$ cat config.mk
export PLATFORM = sky130hd
export DESIGN_NAME = ahb_rom_ctrl
export DESIGN_NICKNAME = d
export VERILOG_FILES = /design/src/rtl/ahb_rom_ctrl.sv
export SDC_FILE = /design/constraint.sdc
export NUM_CORES = 1
export LEC_CHECK = 0
export BUFFER_PORTS_ARGS = -buffer_cell sky130_fd_sc_hd__buf_4
export CORE_MARGIN = 2
export CORE_UTILIZATION = 54
export CTS_CLUSTER_SIZE = 40
export DETAILED_ROUTE_END_ITERATION = 6
export GPL_TIMING_DRIVEN = 0
export PLACE_DENSITY = 0.85
export SYNTH_ARGS = -nofsm -noshare
export SYNTH_HDL_FRONTEND = slang
export SYNTH_SLANG_ARGS = --single-unit
$ cat constraint.sdc
create_clock -name HCLK -period 6.8 [get_ports HCLK]
set_input_delay 1.02 -clock HCLK [delete_from_list [all_inputs] [get_ports HCLK]]
set_output_delay 1.02 -clock HCLK [all_outputs]
set_load 0.05 [all_outputs]
$ cat src/rtl/ahb_rom_ctrl.sv
// AHB-Lite read-only slave in front of a synchronous ROM, with an optional one-word read buffer.
// Misses take 2+WS data-phase cycles; buffer hits complete in one, writes answer with a two-cycle ERROR.
module ahb_rom_ctrl #(
  parameter int AW     = 13,
  parameter int WS     = 1,
  parameter int BUF_EN = 1
) (
  input  logic          HCLK,
  input  logic          HRESETn,
  input  logic          HSEL,
  input  logic          HREADY,
  input  logic [1:0]    HTRANS,
  input  logic          HWRITE,
  input  logic [31:0]   HADDR,
  output logic          HREADYOUT,
  output logic [1:0]    HRESP,
  output logic [31:0]   HRDATA,
  input  logic [31:0]   ROMRDATA,
  output logic          ROMCS,
  output logic [AW-3:0] ROMADDR,
  input  logic          ROMINV
);
  typedef enum logic [2:0] {S_IDLE, S_REQ, S_WAIT, S_DATA, S_ERR1, S_ERR2} state_t;

  state_t        r_state;
  logic [3:0]    r_cnt;
  logic          r_hit;
  logic          r_valid;
  logic          r_inv_seen;
  logic          r_hreadyout;
  logic          r_romcs;
  logic [1:0]    r_hresp;
  logic [AW-3:0] r_tag;
  logic [AW-3:0] r_romaddr;
  logic [31:0]   r_data;

  logic [AW-3:0] w_word;
  logic [AW-3:0] w_ntag;
  logic          w_accept;
  logic          w_load;
  logic          w_nvalid;
  logic          w_hit;
  logic          w_unused;

  assign w_word   = HADDR[AW-1:2];
  assign w_accept = HSEL & HREADY & HTRANS[1] & r_hreadyout;
  assign w_load   = (r_state == S_DATA);
  // Hit test looks at the buffer as it stands after this edge, so a read accepted in DATA can hit the word being loaded.
  assign w_nvalid = (BUF_EN != 0) && !ROMINV && (w_load ? !r_inv_seen : r_valid);
  assign w_ntag   = w_load ? r_romaddr : r_tag;
  assign w_hit    = !HWRITE && w_nvalid && (w_ntag == w_word);
  assign w_unused = &{1'b0, HADDR[31:AW], HADDR[1:0], HTRANS[0]};

  always_ff @(posedge HCLK or negedge HRESETn) begin
    if (!HRESETn) begin
      r_state     <= S_IDLE;
      r_cnt       <= '0;
      r_hit       <= 1'b0;
      r_valid     <= 1'b0;
      r_inv_seen  <= 1'b0;
      r_hreadyout <= 1'b1;
      r_romcs     <= 1'b0;
      r_hresp     <= 2'b00;
      r_tag       <= '0;
      r_romaddr   <= '0;
      r_data      <= '0;
    end else begin
      r_romcs    <= 1'b0;
      r_valid    <= w_nvalid;
      r_inv_seen <= r_inv_seen | ROMINV;
      if (w_load) begin
        r_tag  <= r_romaddr;
        r_data <= ROMRDATA;
      end
      case (r_state)
        S_REQ: begin
          r_cnt <= '0;
          if (WS == 0) begin
            r_state     <= S_DATA;
            r_hreadyout <= 1'b1;
          end else begin
            r_state <= S_WAIT;
          end
        end
        S_WAIT: begin
          r_cnt <= r_cnt + 4'd1;
          if (r_cnt == 4'(WS - 1)) begin
            r_state     <= S_DATA;
            r_hreadyout <= 1'b1;
          end
        end
        S_ERR1: begin
          r_state     <= S_ERR2;
          r_hreadyout <= 1'b1;
        end
        default: begin
          r_hit       <= 1'b0;
          r_hresp     <= 2'b00;
          r_state     <= S_IDLE;
          r_hreadyout <= 1'b1;
          if (w_accept) begin
            if (HWRITE) begin
              r_state     <= S_ERR1;
              r_hresp     <= 2'b01;
              r_hreadyout <= 1'b0;
            end else if (w_hit) begin
              r_hit <= 1'b1;
            end else begin
              r_state     <= S_REQ;
              r_romaddr   <= w_word;
              r_romcs     <= 1'b1;
              r_hreadyout <= 1'b0;
              r_inv_seen  <= ROMINV;
            end
          end
        end
      endcase
    end
  end

  assign HREADYOUT = r_hreadyout;
  assign HRESP     = r_hresp;
  assign ROMCS     = r_romcs;
  assign ROMADDR   = r_romaddr;
  assign HRDATA    = r_hit ? r_data : ROMRDATA;

endmodule

==> out/qor.csv, run 1 <==
metric,value,unit
number of optimization iterations in the first detailed-route pass,4,
transition time at the pin with the least slew margin,0.837,ns
number of clock buffers inserted by TritonCTS,9,
critical path data required time,5.78,ns
register bit total from synthesis,67,
post-route DRC violation count,0,
number of antenna repair diodes,0,
maximum fanout along the worst path,10,
cell count after synthesis,355,
number of distinct library cells after synthesis,45,
remaining global-route overflow,0,
Layout Skew,0.00563,ns
count of buffers inserted at the top-level ports,95,
Critical Path Source Type,flip-flop,
Max clock buf depth,2,
Tot Pwr,2.23,mW
Floorplan Core Area,0.00599,mm²
Post-synth top flop,sky130_fd_sc_hd__dfrtp_1,
initial standard-cell utilization of the core,0.566,
type of the setup path with the least slack,reg2out,
unrepaired setup endpoints after global routing,no,
result of the run,finished clean,
endpoint arrival time on the critical path,2.03,ns
total nets after synthesis,429,
vias in the first global route,3080,
worst-skew pair later-pin latency,0.34,ns
total die area,0.00693,mm²
average wire per standard cell,15.4,µm
count of nets after finishing,535,
final sum of negative setup slack,0,ns
worst slew margin relative to its limit,0.442,
wire length of the first global-routing pass,14.3,mm
max-cap violations,0,
Resize count post-CTS,0,
final weighted congestion in routability-driven placement,0.826,
leakage,2.26,nW
launch point of the critical path,r_hit,
proportion of layout cells with a drive suffix above 1,0.339,
number of synthesis warnings,0,
path type of the worst min-delay path,reg2reg,
count of antenna-violating nets left after detailed routing,0,
num ports,119,
Vias per Instance,5.35,
initial drt markers,187,
share of synthesized registers carrying an async set or reset,1.00,
placement row count,28,
maximum number of pins on one net before global-route repair,68,
Syn Area/Cell,9.56,µm²
CTS tree,built,
highest clock frequency the design can meet,328,MHz
Worst setup EP type,output port,
number of buffers added to fix hold violations after cts,0,
total number of vias,2893,
clock-pin slew on the worst setup and hold paths,0.07,ns
cell area after synthesis,0.00339,mm²
initial antenna violation count,0,
overall routed net length,8.32,mm
synth-to-layout area growth,29.3,%
root buffer selected by CTS,sky130_fd_sc_hd__clkbuf_8,
H-Tree Depth,3,
worst vdd ir,323,µV
final period demand of the worst path,3.05,ns
part of the cycle the worst path needs,0.449,
count of final hold-check violations,0,
sequential share of the synthesized area,0.494,
launch point of the worst reg-to-reg path,r_state[0],
number of synthesized flops with an enable pin,0,
setup fix buffers added after clock tree synthesis,0,
clk sink count,67,
power density of the placed cells,509,mW/mm²
final setup violation count,0,
total half-perimeter wirelength after legalization and detailed placement,6.12,mm
startpoint of the most critical hold path,r_data[17],
Die X-Extent,83.3,µm
GR Util All Layers,0.255,
max-slew violation total from the final report,0,
chip height,83.3,µm
## worst paths after layout
check                                  end  slack [ns]  depth (start not counted)
worst min-delay path            r_data[17]        0.48                          2
worst max register to register  ROMADDR[8]        4.25                         10
max in group asynchronous       r_data[21]        5.47                          1
min in group asynchronous       ROMADDR[1]        0.77                          1
worst max-delay path             HRDATA[4]        3.75                          4
worst min register to register  r_data[17]        0.48                          2
## state kept, by name (all words and copies together) (netlist names)
signal      flops
HRESP           1
r_state         3
r_hit           1
r_tag          11
ROMCS           1
ROMADDR        11
r_inv_seen      1
r_cnt           4
r_data         32
HREADYOUT       1
r_valid         1
## cells in the mapped netlist (2+ instances only)
library cell / number / share of area
sky130_fd_sc_hd__xnor2_1: 3 / 0.0077
sky130_fd_sc_hd__a21o_1: 2 / 0.0044
sky130_fd_sc_hd__nand3_1: 2 / 0.0029
sky130_fd_sc_hd__dfrtp_1: 66 / 0.49
sky130_fd_sc_hd__nor2b_1: 4 / 0.0074
sky130_fd_sc_hd__nor3_1: 5 / 0.0074
sky130_fd_sc_hd__nand4_1: 2 / 0.0037
sky130_fd_sc_hd__nor4_1: 2 / 0.0037
sky130_fd_sc_hd__nand2_1: 120 / 0.13
sky130_fd_sc_hd__inv_1: 19 / 0.021
sky130_fd_sc_hd__clkbuf_1: 14 / 0.015
sky130_fd_sc_hd__ha_1: 2 / 0.0074
sky130_fd_sc_hd__o22ai_1: 4 / 0.0074
sky130_fd_sc_hd__mux2_4: 4 / 0.018
sky130_fd_sc_hd__nor2_1: 6 / 0.0066
sky130_fd_sc_hd__a22oi_1: 2 / 0.0044
sky130_fd_sc_hd__o21ai_0: 16 / 0.024
sky130_fd_sc_hd__xor2_1: 5 / 0.013
sky130_fd_sc_hd__a21oi_1: 11 / 0.016
sky130_fd_sc_hd__mux2i_1: 4 / 0.012
sky130_fd_sc_hd__mux2_2: 36 / 0.12
sky130_fd_sc_hd__buf_2: 2 / 0.0029
sky130_fd_sc_hd__buf_6: 2 / 0.0066
## power by group
group          internal [mW]  switching (mW)  total (mW)
clock network          0.180           0.149       0.328
logic                  0.426           0.767        1.19
registers              0.585           0.128       0.713
## layer usage
metal / track usage / share of wire / vias up
met3: 0.0507 / 0.047 / 14
met2: 0.455 / 0.54 / 82
met5: 0 / 0 / -
li1: - / - / 1384
met1: 0.304 / 0.40 / 1413
met4: 0.0939 / 0.016 / 0
## logic make-up (layout without fill, tap and decap cells)
kind of cell / count (synthesis) / in the layout / share of synthesized area
AO/OA/AOI/OAI: 46 / 46 / 0.0903
AND/OR/NAND/NOR: 148 / 148 / 0.183
other: 1 / 1 / 0.00111
multiplexers: 44 / 44 / 0.149
flip-flops: 67 / 67 / 0.494
buffers and inverters: 39 / 150 / 0.0542
adder cells (fa/ha/maj): 2 / 2 / 0.00737
XOR/XNOR: 8 / 8 / 0.0206
## placed cells by master, fill, tap and decap left out, types with 2 or more instances in the layout
cell,count
sky130_fd_sc_hd__nand2_1,120
sky130_fd_sc_hd__buf_4,96
sky130_fd_sc_hd__dfrtp_1,66
sky130_fd_sc_hd__mux2_2,36
sky130_fd_sc_hd__inv_1,19
sky130_fd_sc_hd__clkbuf_1,18
sky130_fd_sc_hd__o21ai_0,16
sky130_fd_sc_hd__a21oi_1,11
sky130_fd_sc_hd__clkbuf_8,10
sky130_fd_sc_hd__nor2_1,6
sky130_fd_sc_hd__nor3_1,5
sky130_fd_sc_hd__xor2_1,5
sky130_fd_sc_hd__nor2b_1,4
sky130_fd_sc_hd__o22ai_1,4
sky130_fd_sc_hd__mux2i_1,4
sky130_fd_sc_hd__mux2_4,4
sky130_fd_sc_hd__xnor2_1,3
sky130_fd_sc_hd__buf_2,2
sky130_fd_sc_hd__buf_6,2
sky130_fd_sc_hd__nand4_1,2
sky130_fd_sc_hd__nand3_1,2
sky130_fd_sc_hd__nor4_1,2
sky130_fd_sc_hd__a22oi_1,2
sky130_fd_sc_hd__a21o_1,2
sky130_fd_sc_hd__ha_1,2
## stage by stage
step / cell area, µm² / instances / utilization / hold WS [ns] / setup WS (ns)
detailed placement: 4200 / 525 / 0.701 / 0.460 / 3.87
global placement: 4200 / 525 / 0.701 / 0.452 / 3.89
finish: 4390 / 541 / 0.732 / 0.478 / 3.75
CTS: 4390 / 541 / 0.732 / 0.479 / 3.74
global route: 4390 / 541 / 0.732 / 0.498 / 3.65
floorplan: 3390 / 355 / - / 0.440 / 4.19
## critical path, cell delays in order, from the launching register on
cell and delay, ns:
sky130_fd_sc_hd__dfrtp_1 0.32, sky130_fd_sc_hd__clkbuf_1 0.26, sky130_fd_sc_hd__clkbuf_1 0.51, sky130_fd_sc_hd__mux2_2 0.41
sky130_fd_sc_hd__buf_4 0.19
## layout make-up
class | count | area (µm²)
Sequential cell | 67 | 1680
Fill cell | 437 | 1600
Multi-Input combinational cell | 249 | 1530
Timing Repair Buffer | 95 | 713
Clock buffer | 14 | 153
Buffer | 20 | 113
Tap cell | 75 | 93.8
Inverter | 19 | 71.3
Clock inverter | 2 | 35.0
(Power assumes the default switching activity.)
==> run 2, diff against run 1 <==
Settings changed: CORE_UTILIZATION 54 to 45, PLACE_DENSITY 0.85 to 0.76.
Clock period 6.8 ns to 2.5 ns, I/O delays scaled along.
==> out/qor.csv, run 2 (same netlist as run 1, synthesis figures left out) <==
metric,value,unit,change
result of the run,finished clean,,
H-Tree Depth,3,,unchanged
average wire per standard cell,14.6,µm,-4.9%
number of optimization iterations in the first detailed-route pass,4,,unchanged
root buffer selected by CTS,sky130_fd_sc_hd__clkbuf_8,,
final setup violation count,0,,unchanged
count of buffers inserted at the top-level ports,95,,unchanged
number of clock buffers inserted by TritonCTS,9,,unchanged
type of the setup path with the least slack,reg2reg,,
worst-skew pair later-pin latency,0.35,ns,about the same
maximum number of pins on one net before global-route repair,68,,unchanged
CTS tree,built,,
highest clock frequency the design can meet,409,MHz,
endpoint arrival time on the critical path,2.68,ns,+0.65 ns
post-placement setup slack,-0.111,ns,-3.98 ns
Final Instance Count excl. Fillers,571,,+5.5%
transition time at the pin with the least slew margin,0.844,ns,+0.00658 ns
count of antenna-violating nets left after detailed routing,0,,unchanged
highest-count cells in the layout ignoring fill and taps,"sky130_fd_sc_hd__nand2_1, sky130_fd_sc_hd__buf_4, sky130_fd_sc_hd__dfrtp_1",,
total die area,0.00825,mm²,+19%
clk sink count,67,,unchanged
Floorplan Core Area,0.00729,mm²,+22%
remaining global-route overflow,0,,unchanged
placement row count,31,,+11%
maximum fanout along the worst path,8,,-2
Worst setup EP type,flip-flop,,
Largest register FFs,32,,unchanged
worst hold slack after final layout,0.115,ns,-0.362 ns
Vias per Instance,5.06,,-5.3%
"commonest non-fill, non-tap cell in the layout",sky130_fd_sc_hd__nand2_1,,
vias in the first global route,2919,,-5.2%
largest reg by FF count,r_data,,
worst path bufs/invs,3,,unchanged
proportion of layout cells with a drive suffix above 1,0.358,,+0.0190
part of the cycle the worst path needs,0.979,,
final weighted congestion in routability-driven placement,0.848,,+2.7%
total number of vias,2892,,-0.035%
clock power share,0.162,,+0.015
highest cell delay on the worst timing path,0.32,ns,-0.19 ns
relative contribution of sequential cells to total power,0.310,,-0.009
unrepaired setup endpoints after global routing,yes,,
Critical Path Source Type,flip-flop,,
max-slew violation total from the final report,0,,unchanged
worst vdd ir,739,µV,+130%
clock-pin slew on the worst setup and hold paths,0.07,ns,about the same
GR Util All Layers,0.207,,-0.0487
switching fraction of total power,0.459,,-0.00848
Internal Power,3.36,mW,+180%
"critical path, cell by cell","buf_2, nand3b_1, buf_4, nor3_1, a221o_1, o221a_2, nand4_4, nand3_4, buf_12, mux2_2",,
power share of the combinational group,0.528,,-0.006
Max clock buf depth,2,,unchanged
Die X-Extent,90.8,µm,+9.1%
family of cells with the greatest summed delay on the critical path,simple AND/OR/NAND/NOR gates,,
total half-perimeter wirelength after legalization and detailed placement,6.00,mm,-1.9%
post-route DRC violation count,0,,unchanged
worst slew margin relative to its limit,0.438,,-0.00438
count of final hold-check violations,0,,unchanged
max-cap violations,0,,unchanged
final core utilization,0.622,,-0.110
number of antenna repair diodes,0,,unchanged
initial standard-cell utilization of the core,0.465,,-0.101
slowest library cell on the worst path,sky130_fd_sc_hd__dfrtp_1,,
initial antenna violation count,0,,unchanged
num ports,119,,unchanged
critical path data required time,2.73,ns,-3.05 ns
initial drt markers,162,,-13%
final period demand of the worst path,2.45,ns,
path type of the worst min-delay path,in2async,,
synth-to-layout area growth,33.7,%,
overall routed net length,8.36,mm,+0.40%
leakage,2.32,nW,+2.6%
number of instances in the placed design,549,,+4.6%
final sum of negative setup slack,0,ns,unchanged
Switching Power,2.85,mW,+170%
count of nets after finishing,541,,+1.1%
worst setup margin,0.0529,ns,-3.69 ns
wire length of the first global-routing pass,13.7,mm,-3.8%
Layout Skew,0.00898,ns,+0.00335 ns
power density of the placed cells,1370,mW/mm²,+170%
chip height,90.8,µm,+9.1%
-- run 2: cell type report --
cell class / instances / area, µm²
fillers: 610 / 2760
flip-flops and latches: 67 / 1680
multi-input cells: 249 / 1560
repair buffers: 101 / 771
clock buffers: 12 / 145
well taps: 99 / 124
plain buffers: 20 / 114
clock inverters: 4 / 73.8
inverters: 19 / 71.3
-- run 2: worst paths after layout --
check                                  start         end  slack, ns  cells after the start
worst max-delay path              r_state[0]  ROMADDR[1]       0.05                     10
worst min-delay path                 HRESETn    HRESP[0]       0.12                      1
worst max register to register    r_state[0]  ROMADDR[1]       0.05                     10
worst min register to register     r_data[9]   r_data[9]       0.47                      2
max in group asynchronous            HRESETn  r_data[21]       1.82                      1
min in group HCLK               ROMRDATA[29]  r_data[29]       0.22                      3
-- run 2: per-layer routing --
layer	part of all wire	vias to the layer above	global-route usage	wire length, µm
met5	0	-	0	0
met2	0.50	92	0.345	4140
li1	-	1403	-	-
met1	0.43	1381	0.264	3590
met3	0.052	16	0.0367	431
met4	0.024	0	0.0896	201
-- run 2: timing repair --
| item | 4_1_cts | 5_1_grt |
|---|---|---|
| pin swaps | 2 | 5 |
| setup buffers | 3 | 3 |
| hold buffers | 0 | 0 |
| gates resized for setup | 4 | 2 |
| setup endpoints to repair | 5 | 18 |
| gates cloned | 0 | 0 |
-- run 2: power groups by stage --
stage	clock network [mW]	registers (mW)	logic (mW)
CTS	1.02	1.92	3.28
finish	1.01	1.92	3.28
floorplan	0	2.21	2.04
global route	1.07	1.98	3.52
detailed placement	0	1.94	3.23
global placement	0	1.91	3.16
-- run 2: metrics by stage --
| step | power, mW | cell area (µm²) |
|---|---|---|
| global route | 6.57 | 4540 |
| finish | 6.21 | 4540 |
| CTS | 6.22 | 4510 |
| global placement | 5.07 | 4230 |
| floorplan | 4.25 | 3390 |
| detailed placement | 5.17 | 4230 |
==> run 3, diff against run 2 <==
--- a/constraint.sdc
+++ b/constraint.sdc
@@ -3,2 +3,2 @@
 set_output_delay 0.375 -clock HCLK [all_outputs]
-set_load 0.05 [all_outputs]
+set_load 0.02 [all_outputs]
==> out/qor.csv, run 3 (same netlist as run 1, synthesis figures left out) <==
metric,value,unit,change
Internal Power,3.35,mW,-0.44%
initial drt markers,158,,-2.5%
number of clock buffers inserted by TritonCTS,9,,unchanged
count of buffers inserted at the top-level ports,95,,unchanged
path type of the worst min-delay path,in2async,,
initial standard-cell utilization of the core,0.465,,unchanged
overall routed net length,8.35,mm,about the same
count of nets after finishing,541,,unchanged
endpoint arrival time on the critical path,2.67,ns,about the same
initial antenna violation count,0,,unchanged
Layout Skew,0.00885,ns,-0.000126 ns
worst slew margin relative to its limit,0.437,,about the same
largest reg by FF count,r_data,,
worst-skew pair later-pin latency,0.35,ns,about the same
max-slew violation total from the final report,0,,unchanged
reg2reg end,ROMADDR[1],,
Critical Path Source Type,flip-flop,,
clk sink count,67,,unchanged
final core utilization,0.622,,about the same
transition time at the pin with the least slew margin,0.844,ns,+0.000456 ns
clock-pin slew on the worst setup and hold paths,0.07,ns,about the same
wire length of the first global-routing pass,13.7,mm,unchanged
highest clock frequency the design can meet,410,MHz,+0.34%
total half-perimeter wirelength after legalization and detailed placement,6.00,mm,unchanged
final setup violation count,0,,unchanged
cell depth of the worst flop-to-flop path,10,,unchanged
count of antenna-violating nets left after detailed routing,0,,unchanged
number of optimization iterations in the first detailed-route pass,5,,+1
launch point of the critical path,r_state[0],,
CTS tree,built,,
Worst Setup EP,ROMADDR[1],,
H-Tree Depth,3,,unchanged
Switching Power,2.14,mW,-25%
switching fraction of total power,0.390,,-0.0689
type of the setup path with the least slack,reg2reg,,
proportion of layout cells with a drive suffix above 1,0.356,,-0.00212
clock power share,0.184,,+0.022
num ports,119,,unchanged
placement row count,31,,unchanged
Die X-Extent,90.8,µm,unchanged
unrepaired setup endpoints after global routing,no,,
final weighted congestion in routability-driven placement,0.848,,unchanged
remaining global-route overflow,0,,unchanged
final period demand of the worst path,2.44,ns,-0.00841 ns
worst vdd ir,584,µV,-21%
flop2flop setup slack,0.06,ns,about the same
synth-to-layout area growth,33.7,%,about the same
top routing layer in use,met4,,
Floorplan Core Area,0.00729,mm²,unchanged
amount of wire on met2 after detailed routing,4.12,mm,-0.41%
leakage,2.31,nW,-0.14%
maximum fanout along the worst path,8,,unchanged
total number of vias,2910,,+0.62%
chip height,90.8,µm,unchanged
Largest register FFs,32,,unchanged
count of final hold-check violations,0,,unchanged
"commonest non-fill, non-tap cell in the layout",sky130_fd_sc_hd__nand2_1,,
Max clock buf depth,2,,unchanged
met1 layer wirelength in the final routing,3.51,mm,-2.3%
power density of the placed cells,1210,mW/mm²,-12%
power share of the combinational group,0.465,,-0.063
vias in the first global route,2919,,unchanged
relative contribution of sequential cells to total power,0.351,,+0.041
maximum number of pins on one net before global-route repair,68,,unchanged
highest-count cells in the layout ignoring fill and taps,"sky130_fd_sc_hd__nand2_1, sky130_fd_sc_hd__buf_4, sky130_fd_sc_hd__dfrtp_1",,
Final Instance Count excl. Fillers,571,,unchanged
number of instances in the placed design,549,,unchanged
Vias per Instance,5.10,,+0.62%
total die area,0.00825,mm²,unchanged
result of the run,finished clean,,
post-route DRC violation count,0,,unchanged
number of antenna repair diodes,0,,unchanged
met3 layer wire length in the routed design,525,µm,+22%
max-cap violations,0,,unchanged
root buffer selected by CTS,sky130_fd_sc_hd__clkbuf_8,,
# fillers,611,,+0.16%
part of the cycle the worst path needs,0.975,,-0.00336
Worst setup EP type,flip-flop,,
launch point of the worst reg-to-reg path,r_state[0],,
GR Util All Layers,0.207,,unchanged
average wire per standard cell,14.6,µm,about the same
critical path data required time,2.73,ns,about the same
-- run 3: changes by cell type in the layout (fill, tap and decap cells not counted) --
cell / change
sky130_fd_sc_hd__clkbuf_2: -1
sky130_fd_sc_hd__clkbuf_1: +1
-- run 3: worst min path at each step --
| stage | slack [ns] | cells past startpoint | end | startpoint |
|---|---|---|---|---|
| after detailed placement | 0.46 | 2 | r_data[14] | r_data[14] |
| after global placement | 0.45 | 2 | r_data[31] | r_data[31] |
| after floorplan | 0.08 | 0 | HRESP[0] | HRESETn |
| final | 0.12 | 1 | HRESP[0] | HRESETn |
| after CTS | 0.16 | 1 | r_data[5] | HRESETn |
| after global routing | 0.20 | 1 | r_tag[5] | HRESETn |
-- run 3: worst max-delay path: stages (launching register included) --
cell and delay, ns:
sky130_fd_sc_hd__dfrtp_1 0.32, sky130_fd_sc_hd__buf_2 0.19, sky130_fd_sc_hd__nand3b_1 0.18, sky130_fd_sc_hd__buf_4 0.18, sky130_fd_sc_hd__nor3_1 0.27, sky130_fd_sc_hd__a221o_1 0.22, sky130_fd_sc_hd__o221a_2 0.21, sky130_fd_sc_hd__nand4_4 0.15
sky130_fd_sc_hd__nand3_4 0.17, sky130_fd_sc_hd__buf_12 0.12, sky130_fd_sc_hd__mux2_2 0.32
-- run 3: metal layers --
metal,track usage,up-vias
li1,-,1408
met1,0.264,1382
met2,0.345,102
met3,0.0367,18
met4,0.0896,0
met5,0,-
-- run 3: area by class of cell --
class                      instances  area (µm²)  area share
timing repair buffer             101         771       0.170
sequential                        67        1680       0.370
clock inverter                     4        73.8      0.0163
tap                               99         124      0.0273
buffer                            20         113      0.0248
clock buffer                      12         145      0.0320
inverter                          19        71.3      0.0157
multi-input combinational        249        1560       0.344
-- run 3: what timing repair did --
action	4_1_cts	5_1_grt
pin swaps	2	5
setup endpoints to repair	5	9
setup buffers	3	3
resized for setup	4	0
hold buffers	0	0
-- run 3: through the flow --
| stage | worst slack (ns) | total power [mW] | cell area (µm²) | TNS [ns] | hold WS, ns |
|---|---|---|---|---|---|
| 2_1_floorplan | 0.215 | 3.53 | 3390 | 0 | 0.0794 |
| 3_3_place_gp | -0.0387 | 4.34 | 4230 | -0.151 | 0.452 |
| 3_5_place_dp | -0.111 | 4.45 | 4230 | -0.438 | 0.460 |
| 4_1_cts | 0.00318 | 5.50 | 4510 | 0 | 0.163 |
| 5_1_grt | 0.00853 | 5.84 | 4540 | 0 | 0.200 |
| 6_report | 0.0613 | 5.49 | 4540 | 0 | 0.115 |
-- run 3: power by group through the flow --
stage	clock, mW	combinational (mW)	sequential, mW
floorplan	0	1.56	1.98
global placement	0	2.43	1.91
detailed placement	0	2.51	1.94
CTS	1.02	2.55	1.92
global route	1.07	2.79	1.98
finish	1.01	2.55	1.93
